File: src/rtl/alu_mul_seq.sv
// Unsigned WIDTH x WIDTH -> 2*WIDTH shift-add multiplier sequencer that borrows the shared ALU.
// Latency: start accepted at edge 0, RUN for WIDTH cycles, done pulses the cycle after RUN.
// Backpressure: none; start is ignored while busy, and the pipeline stalls on o_busy.
//
// Ports:
//   i_clk, i_rst_n             clock, asynchronous active-low reset
//   i_start, i_op_a, i_op_b    request and operands (captured when start is accepted)
//   o_busy, o_done, o_product  status, one-cycle completion pulse, held result
//   o_alu_a, o_alu_b, o_alu_ctrl  operand/control drive to the external ALU
//   i_alu_result, i_alu_carry  combinational ALU sum and carry out
module alu_mul_seq #(
  parameter int          WIDTH   = 32,
  parameter int          CNT_W   = 5,
  parameter logic [2:0]  ALU_ADD = 3'b000
) (
  input  logic                 i_clk,
  input  logic                 i_rst_n,
  input  logic                 i_start,
  input  logic [WIDTH-1:0]     i_op_a,
  input  logic [WIDTH-1:0]     i_op_b,
  output logic                 o_busy,
  output logic                 o_done,
  output logic [2*WIDTH-1:0]   o_product,
  output logic [WIDTH-1:0]     o_alu_a,
  output logic [WIDTH-1:0]     o_alu_b,
  output logic [2:0]           o_alu_ctrl,
  input  logic [WIDTH-1:0]     i_alu_result,
  input  logic                 i_alu_carry
);

  typedef enum logic {
    IDLE = 1'b0,
    RUN  = 1'b1
  } state_t;

  state_t               r_state;
  state_t               w_state_nxt;
  logic [CNT_W-1:0]     r_cnt;
  logic [WIDTH-1:0]     r_mcand;
  logic [WIDTH-1:0]     r_hi;
  logic [WIDTH-1:0]     r_lo;
  logic [2*WIDTH-1:0]   r_product;
  logic                 r_done;

  logic                 w_last;
  logic [2*WIDTH-1:0]   w_acc_nxt;

  assign w_last    = (r_cnt == CNT_W'(WIDTH-1));
  // One step of the (2*WIDTH+1)-bit right shift of {carry, sum, lo}; lo[0] drops out.
  assign w_acc_nxt = {i_alu_carry, i_alu_result, r_lo[WIDTH-1:1]};

  assign o_busy    = (r_state == RUN);
  assign o_done    = r_done;
  assign o_product = r_product;

  always_comb begin
    w_state_nxt = r_state;
    o_alu_a     = '0;
    o_alu_b     = '0;
    o_alu_ctrl  = ALU_ADD;
    case (r_state)
      IDLE: begin
        if (i_start) w_state_nxt = RUN;
      end
      RUN: begin
        o_alu_a = r_hi;
        o_alu_b = r_lo[0] ? r_mcand : '0;
        if (w_last) w_state_nxt = IDLE;
      end
      default: w_state_nxt = IDLE;
    endcase
  end

  always_ff @(posedge i_clk or negedge i_rst_n) begin
    if (!i_rst_n) begin
      r_state   <= IDLE;
      r_cnt     <= '0;
      r_mcand   <= '0;
      r_hi      <= '0;
      r_lo      <= '0;
      r_product <= '0;
      r_done    <= 1'b0;
    end else begin
      r_state <= w_state_nxt;
      r_done  <= 1'b0;
      case (r_state)
        IDLE: begin
          if (i_start) begin
            r_mcand <= i_op_a;
            r_lo    <= i_op_b;
            r_hi    <= '0;
            r_cnt   <= '0;
          end
        end
        RUN: begin
          {r_hi, r_lo} <= w_acc_nxt;
          r_cnt        <= r_cnt + 1'b1;
          if (w_last) begin
            r_product <= w_acc_nxt;
            r_done    <= 1'b1;
          end
        end
        default: ;
      endcase
    end
  end

endmodule

File: config.mk
export PLATFORM = sky130hd
export DESIGN_NAME = alu_mul_seq
export DESIGN_NICKNAME = d
export VERILOG_FILES = /design/src/rtl/alu_mul_seq.sv
export SDC_FILE = /design/constraint.sdc
export NUM_CORES = 1
export LEC_CHECK = 0
export BUFFER_PORTS_ARGS = -buffer_cell sky130_fd_sc_hd__buf_2
export CORE_UTILIZATION = 55
export CTS_CLUSTER_DIAMETER = 120
export CTS_CLUSTER_SIZE = 40
export DETAILED_ROUTE_END_ITERATION = 7
export GPL_ROUTABILITY_DRIVEN = 0
export GPL_TIMING_DRIVEN = 0
export PLACE_DENSITY = 0.84
export SLEW_MARGIN = 0
export SYNTH_ARGS = -nofsm -noshare
export SYNTH_HDL_FRONTEND = slang
export SYNTH_SLANG_ARGS = --single-unit
File: constraint.sdc
create_clock -name i_clk -period 3.9 [get_ports i_clk]
set_input_delay 0.39 -clock i_clk [delete_from_list [all_inputs] [get_ports i_clk]]
set_output_delay 0.39 -clock i_clk [all_outputs]
set_load 0.005 [all_outputs]
==> results of run 1 <==
worst max-delay path by stage:
stage,startpoint,to,slack (ns)
finish,o_busy,o_alu_a[17],1.50
global route,o_busy,o_alu_a[17],1.32
CTS,o_busy,o_alu_a[17],1.45
detailed placement,o_busy,o_alu_a[17],1.90
global placement,i_rst_n,r_lo[21],-0.13
floorplan,r_cnt[0],o_product[14],2.18
placed cells by master (no fill, tap or decap), types with 2 or more instances in the layout:
| master | count |
|---|---|
| buf_2 | 238 |
| dfrtp_1 | 167 |
| mux2_4 | 76 |
| nand2_1 | 65 |
| o21ai_0 | 64 |
| nand2b_1 | 34 |
| and3_1 | 33 |
| mux2i_1 | 33 |
| and2_1 | 32 |
| clkbuf_1 | 20 |
| mux2_2 | 20 |
| clkbuf_16 | 17 |
| buf_6 | 12 |
| buf_4 | 6 |
| bufinv_16 | 5 |
| clkinv_2 | 4 |
| conb_1 | 3 |
| nor2_1 | 2 |
| a22o_1 | 2 |
| ha_1 | 2 |
cell usage after synthesis (6+ instances only):
| cell type | number | area [um^2] |
|---|---|---|
| and2_1 | 32 | 200 |
| and3_1 | 33 | 206 |
| buf_2 | 11 | 55.1 |
| buf_4 | 6 | 45.0 |
| buf_6 | 12 | 135 |
| clkbuf_1 | 18 | 67.6 |
| dfrtp_1 | 167 | 4180 |
| mux2_2 | 20 | 225 |
| mux2_4 | 76 | 1140 |
| mux2i_1 | 33 | 330 |
| nand2_1 | 65 | 244 |
| nand2b_1 | 34 | 213 |
| o21ai_0 | 64 | 320 |
flip-flops by register name, indices dropped and copies added (netlist names):
name       cells
o_busy         1
o_done         1
o_product     64
r_cnt          5
r_hi          32
r_lo          32
r_mcand       32
metrics by stage:
step | power, W | hold slack, ns | util, % | cells | TNS (ns)
2_1_floorplan | 0.00431 | 0.0944 | - | 589 | 0
3_3_place_gp | 0.00520 | 0.472 | 66.8 | 993 | -19.82
3_5_place_dp | 0.00530 | 0.328 | 67.1 | 994 | 0
4_1_cts | 0.00712 | 0.191 | 71.9 | 1025 | 0
5_1_grt | 0.00750 | 0.184 | 71.9 | 1025 | 0
6_report | 0.00708 | 0.205 | 71.9 | 1025 | 0
area by class of cell:
type	count	share of cell area (%)
clock inverters	10	1.87
well taps	176	2.31
inverters	1	0.0394
plain buffers	47	3.18
multi-input cells	374	31.5
flip-flops and latches	167	43.9
clock buffers	20	4.69
repair buffers	230	12.5
power by group through the flow:
stage          Combinational (W)  Sequential [W]  Clock [W]
2_1_floorplan            0.00145         0.00286          0
3_3_place_gp             0.00229         0.00290          0
3_5_place_dp             0.00237         0.00294          0
4_1_cts                  0.00238         0.00292    0.00181
5_1_grt                  0.00259         0.00302    0.00189
6_report                 0.00236         0.00293    0.00179
logic make-up (layout without fill, tap and decap cells):
group           Yosys count  count (layout)  share of synthesized area (%)
other cells               1               3                         0.0502
simple gates            170             170                           12.0
flops                   167             167                           55.9
compound gates           68              68                           4.69
fa+ha+maj                 2               2                          0.335
xor+xnor                  2               2                          0.234
buf+inv                  48             308                           4.10
mux                     129             129                           22.7
layer usage:
metal,track usage [%],wire (um)
met1,34.9,7920
met2,41.2,8200
met3,6.81,960
met4,8.86,298
met5,0,0
what timing repair did:
action,4_1_cts,5_1_grt
buffers inserted,0,0
resized for setup,0,0
endpoints found under the hold margin,51,0
hold buffers,1,0
worst reg2reg max path, cell delays in order (launching register included):
cell and delay, ns:
dfrtp_1 0.41, ha_1 0.23, and3_1 0.15, ha_1 0.20
nand2_2 0.09, buf_6 0.17, buf_6 0.21, mux2_4 0.32
==> reports/qor.yml, run 1 <==
path_depth: 5
r2r_slack_ns: 2.01
cp_common_cell: "buf_2"
end_kind: "output port"
synthArstFlopShare_pct: 100
drv_slew: 0
die_y_um: 119
hold_violations: 0
max_freq_mhz: 416
fillers: 985
worst-path-max-fanout: 10
ys_types: 26
antenna_cells: 0
die_w_um: 119
dr_total_vias: 5300
powerDensity_mw_per_mm2: 744
synthesis.area_mm2: 0.00748
multi_input_area_mm2: 0.00300
clockRootBuffer: "clkbuf_16"
worstMarginPinSlew_ns: 0.570
io_pins: 233
hold_end: "r_mcand[9]"
clkLatencyLatePin_ns: 0.41
netSwitchingPower_w: 0.00207
relSlewSlack_pct: 62.0
comb_power_share_pct: 33.3
grtUsageTotal_pct: 26.1
clock_skew_ns: 0.00412
hp-class: "primary input to flop"
final_area_mm2: 0.00952
finalCriticalPeriod_ns: 2.40
setup_viol: 0
critPathMaxStageDelay_ns: 0.39
min_from: "i_op_a[9]"
clock-sinks: 167
grt_pass1_wl_um: 28600
post_drt_via_cell_ratio: 5.17
cp_cell_sequence: "buf_4 > buf_2 > clkbuf_1 > and2_1 > buf_2"
grt_pass1_vias: 5509
antenna_found_initial: 0
final_antenna_net_count: 0
drc: 0
setup_ws_ns: 1.50
status: "completed"
io_buffers: 228
cp.arrival_ns: 2.01
drt_first_pass_iters: 4
synth_edf_count: 0
placed_area_mm2: 0.00888
drive_gt1_share_pct: 45.1
avgSynthCellArea_um2: 12.7
rows: 42
rsz0062_at_grt: "false"
reg2reg_depth: 7
critical_path_class: "flop to output port"
min_path_cells: 2
cts_buffer_depth: 2
r2r-start: "r_cnt[0]"
seqPwrFrac_pct: 41.4
power_frac_clock_pct: 25.3
cts_buffers: 17
ys_ff_latch: 167
cp.required_ns: 3.51
core_area_mm2: 0.0132
cts_tree: "yes"
wirelength_um: 17400
die_area_mm2: 0.0141
p_leak_nw: 5.11
ff_latch_area_mm2: 0.00418
maxCapViolCount: 0
cpMaxStageDelayCell: "dfrtp_1"
min_period_over_period_pct: 61.6
drtIter0Drc: 284
synth_seq_area_share_pct: 55.9
cts.clk_slew.worst_paths_ns: 0.06
dp.final_hpwl_um: 12400
syn_to_final_growth_pct: 27.3
sw_frac_of_total_pct: 29.2
nets: 940
cpLargestDelayFamily: "buffers and inverters"
worst-path-buf-inv: 4
synth_ff_type: "dfrtp_1"
intPower_w: 0.00502
syn_inst: 587
start_util_pct: 56.5
wl_per_cell_um: 17.0
startpoint_type: "flop"
grt_max_degree: 117
dp_slack_ns: 1.90
htreeDepth: 4
peakVddDrop_mv: 0.370
overflow: 0
ys_warn_count: 0
r2r-end: "o_product[38]"
Note: power is estimated with default switching activity, not from simulation.
==> run 2, diff against run 1 <==
- CORE_UTILIZATION: 55 -> 46
- PLACE_DENSITY: 0.84 -> 0.75
- clock period: 3.9 -> 2 ns (I/O delays scaled with it)
==> reports/qor.yml, run 2 (synthesis results as in run 1) <==
seqPwrFrac_pct: 42.3
dr_total_vias: 5295
die_w_um: 129
rsz0062_at_grt: "true"
most-common-layout-cells: "buf_2, dfrtp_1, mux2_4"
power_frac_clock_pct: 23.2
nets: 955
overflow: 0
final_common_cell: "buf_2"
worst-path-buf-inv: 2
largest_reg_flops: 64
grt_max_degree: 99
final_antenna_net_count: 0
hp-class: "primary input to flop"
max_freq_mhz: 529
final_area_mm2: 0.00967
grt_pass1_vias: 5381
io_buffers: 228
startpoint_type: "flop"
cpMaxStageDelayCell: "dfrtp_1"
die_y_um: 129
gr-max-usage-layer: "met2"
intPower_w: 0.00936
finalCriticalPeriod_ns: 1.89
worstMarginPinSlew_ns: 0.533
postCtsSetupRepairBufs: 0
die_area_mm2: 0.0168
peakVddDrop_mv: 0.633
post_drt_via_cell_ratio: 4.90
critPathMaxStageDelay_ns: 0.41
clockRootBuffer: "clkbuf_16"
cts_tree: "yes"
core_area_mm2: 0.0159
fillers: 1312
clock_skew_ns: 0.0107
syn_to_final_growth_pct: 29.4
met2_usage_pct: 35.3
dp.final_hpwl_um: 12500
cts.clk_slew.worst_paths_ns: 0.07
relSlewSlack_pct: 64.5
ff_latch_area_mm2: 0.00418
grtUsageTotal_pct: 21.8
cp.arrival_ns: 2.18
critical_path_class: "flop to flop"
drtIter0Drc: 210
cp_cell_sequence: "ha_1 > and3_1 > ha_1 > nand2_2 > buf_6 > buf_6 > mux2_4"
total_power_w: 0.0135
antenna_cells: 0
end_kind: "flop"
use_met3_pct: 5.16
p_leak_nw: 5.14
rows: 46
drt_first_pass_iters: 4
antenna_found_initial: 0
powerDensity_mw_per_mm2: 1390
worst-path-max-fanout: 10
cts_buffer_depth: 2
dp.cells: 1034
met1_usage_pct: 28.6
stdcell_count: 1081
wirelength_um: 17900
status: "completed"
wl_per_cell_um: 16.5
min_period_over_period_pct: 94.6
sw_frac_of_total_pct: 30.4
drive_gt1_share_pct: 45.0
placed_area_mm2: 0.00893
cts_buffers: 17
maxCapViolCount: 0
clock-sinks: 167
drc: 0
multi_input_area_mm2: 0.00300
cpLargestDelayFamily: "adder cells"
clkLatencyLatePin_ns: 0.42
start_util_pct: 47.1
setup_viol: 0
hold_violations: 0
grt_pass1_wl_um: 28000
cp.required_ns: 2.29
io_pins: 233
comb_power_share_pct: 34.5
drv_slew: 0
netSwitchingPower_w: 0.00409
htreeDepth: 4
## run 2: timing repair
action                                  4_1_cts  5_1_grt
endpoints found under the setup margin       32       10
cloned                                        0        0
hold buffers                                 16        0
resized for setup                             8        2
endpoints found under the hold margin        84        0
## run 2: cell type report
cell class              count  share of cell area [%]
inverters                   1                  0.0388
plain buffers              47                    3.34
clock inverters            11                    1.05
repair buffers            245                    13.8
flip-flops and latches    167                    43.2
well taps                 216                    2.79
clock buffers              20                    4.72
multi-input cells         374                    31.0
## run 2: path summary, 6_finish.rpt
check,startpoint,to,slack [ns],cells past startpoint
setup / recovery,r_cnt[0],o_product[61],0.11,7
hold / removal,i_alu_result[15],r_hi[14],0.01,3
setup reg to reg,r_cnt[0],o_product[61],0.11,7
hold reg to reg,r_hi[31],r_hi[31],0.50,1
max in group asynchronous,i_rst_n,o_product[16],0.82,3
min in group asynchronous,i_rst_n,o_product[54],0.33,2
## run 2: worst min-delay path, stage by stage
cell	delay (ns)
buf_2	0.09
nand2_1	0.04
o21ai_0	0.06
## run 2: metal layers
metal / up-vias / wire length (um)
met5: - / 0
met4: 0 / 331
met3: 24 / 948
met2: 157 / 8520
met1: 2601 / 8060
li1: 2513 / -
## run 2: power groups by stage
stage | Combinational, W | Sequential (W) | Clock, W
after global routing | 0.00514 | 0.00587 | 0.00331
after CTS | 0.00469 | 0.00569 | 0.00317
after global placement | 0.00451 | 0.00567 | 0
after detailed placement | 0.00463 | 0.00572 | 0
after floorplan | 0.00283 | 0.00558 | 0
final | 0.00464 | 0.00570 | 0.00312
## run 2: per-stage QoR
| step | hold WS, ns | setup WS (ns) | TNS, ns | util, % |
|---|---|---|---|---|
| after floorplan | -0.0956 | 0.283 | 0 | - |
| after global placement | 0.430 | -1.93 | -319.66 | 56.0 |
| after detailed placement | 0.194 | 0.101 | 0 | 56.2 |
| after CTS | 0.000522 | 0.0532 | 0 | 60.9 |
| after global routing | 0.00572 | -0.00283 | -0.00414 | 60.9 |
| final | 0.00960 | 0.108 | 0 | 60.9 |
==> run 3, diff against run 2 <==
- CELL_PAD_IN_SITES_DETAIL_PLACEMENT: unset -> 0
- CELL_PAD_IN_SITES_GLOBAL_PLACEMENT: unset -> 1
- CORE_UTILIZATION: 46 -> 36
- CTS_CLUSTER_SIZE: 40 -> unset
==> reports/qor.yml, run 3 (synthesis results as in run 1) <==
status: "completed"
cp.required_ns: 2.30
setup_viol: 0
path_depth: 7
cts_tree: "yes"
grt_pass1_wl_um: 29500
drive_gt1_share_pct: 44.5
cts.clk_slew.worst_paths_ns: 0.07
wirelength_um: 18300
antenna_found_initial: 1
worst-path-max-fanout: 10
rsz0062_at_grt: "false"
postCtsSetupRepairBufs: 0
dp.final_hpwl_um: 12700
startpoint_type: "flop"
max_freq_mhz: 523
worst-path-buf-inv: 2
maxCapViolCount: 0
final_common_cell: "buf_2"
reg2reg_depth: 7
fillers: 1910
die_w_um: 146
io_buffers: 228
die_y_um: 146
setup_ws_ns: 0.0896
grt_max_degree: 106
relSlewSlack_pct: 64.9
wl_per_cell_um: 16.0
core_area_mm2: 0.0203
cp_cell_sequence: "ha_1 > and3_1 > ha_1 > nand2_2 > buf_6 > buf_6 > mux2_4"
critical_path_class: "flop to flop"
start_util_pct: 36.8
r2r-end: "o_product[29]"
clockRootBuffer: "clkbuf_16"
post_drt_via_cell_ratio: 4.63
nets: 964
clock_skew_ns: 0.00770
p_leak_nw: 5.20
grtUsageTotal_pct: 17.5
hp-class: "primary input to flop"
final_area_mm2: 0.00988
overflow: 0
io_pins: 233
die_area_mm2: 0.0213
dr_total_vias: 5306
min_period_over_period_pct: 95.5
placed_area_mm2: 0.00900
clkLatencyLatePin_ns: 0.42
final_antenna_net_count: 0
hold_violations: 0
worstMarginPinSlew_ns: 0.526
drv_slew: 0
r2r-start: "r_cnt[0]"
peakVddDrop_mv: 0.611
syn_to_final_growth_pct: 32.2
r2r_slack_ns: 0.09
finalCriticalPeriod_ns: 1.91
cts_buffers: 17
setup.worst_path.end: "o_product[29]"
drc: 0
min_from: "i_alu_result[29]"
drt_first_pass_iters: 4
drtIter0Drc: 226
end_kind: "flop"
critPathMaxStageDelay_ns: 0.42
cp.arrival_ns: 2.21
most-common-layout-cells: "buf_2, dfrtp_1, mux2_4"
multi_input_area_mm2: 0.00300
rows: 52
cpMaxStageDelayCell: "dfrtp_1"
crit_start: "r_cnt[0]"
total_power_w: 0.0137
htreeDepth: 4
cts_buffer_depth: 2
grt_pass1_vias: 5453
cpLargestDelayFamily: "adder cells"
dp_slack_ns: 0.0930
powerDensity_mw_per_mm2: 1390
largest_reg_flops: 64
clock-sinks: 167
ff_latch_area_mm2: 0.00418
-- run 3: cell types whose count changed in the layout (fill, tap and decap cells not counted), sizes merged --
| cell | delta |
|---|---|
| buf | +1 |
| bufinv | +2 |
| clkinv | -4 |
| clkinvlp | -1 |
| diode | +2 |
| dlygate4sd3 | +9 |
| inv | +2 |
-- run 3: worst register-to-register path, cell delays in order (launching register included) --
cell and delay, ns:
dfrtp_1 0.42, ha_1 0.23, and3_1 0.16, ha_1 0.19, nand2_2 0.08, buf_6 0.19, buf_6 0.22, mux2_4 0.31
-- run 3: where the power goes --
| part | leakage, nW | switching (W) | internal (W) |
|---|---|---|---|
| Combinational | 2.90 | 0.00184 | 0.00278 |
| Sequential | 2.02 | 0.000860 | 0.00482 |
| Clock | 0.287 | 0.00138 | 0.00204 |
| Total | 5.20 | 0.00408 | 0.00964 |
-- run 3: final cells by class --
class | instances | area share [%]
Tap cell | 270 | 3.42
Sequential cell | 167 | 42.3
Inverter | 1 | 0.0380
Clock inverter | 10 | 1.46
Clock buffer | 21 | 4.66
Antenna cell | 2 | 0.0507
Timing Repair Buffer | 254 | 14.5
Multi-Input combinational cell | 374 | 30.3
Buffer | 47 | 3.27
-- run 3: through the flow --
stage / instances / utilization [%] / setup TNS (ns) / hold WS, ns
final: 1146 / 48.7 / 0 / 0.0149
after global routing: 1144 / 48.7 / 0 / -0.000210
after CTS: 1136 / 48.2 / 0 / 0.000198
after detailed placement: 1088 / 44.3 / 0 / 0.174
after global placement: 1087 / 44.2 / -342.81 / 0.429
after floorplan: 589 / - / 0 / -0.0956
-- run 3: what timing repair did --
item,4_1_cts,5_1_grt
endpoints found under the setup margin,41,23
endpoints found under the hold margin,78,8
hold buffers,17,8
resized for setup,8,5
-- run 3: metal layers --
metal	routed length [um]	GRT usage, %
met5	0	0
met3	1350	5.88
met4	123	4.11
met1	8560	23.6
met2	8300	27.2
-- run 3: worst min path at each step --
stage,to,depth (start not counted),slack [ns]
CTS,r_mcand[0],2,0.0002
global placement,r_hi[15],3,0.43
detailed placement,o_product[32],1,0.17
floorplan,o_busy,0,-0.1
finish,r_hi[28],3,0.01
global route,r_mcand[5],2,-0.0002
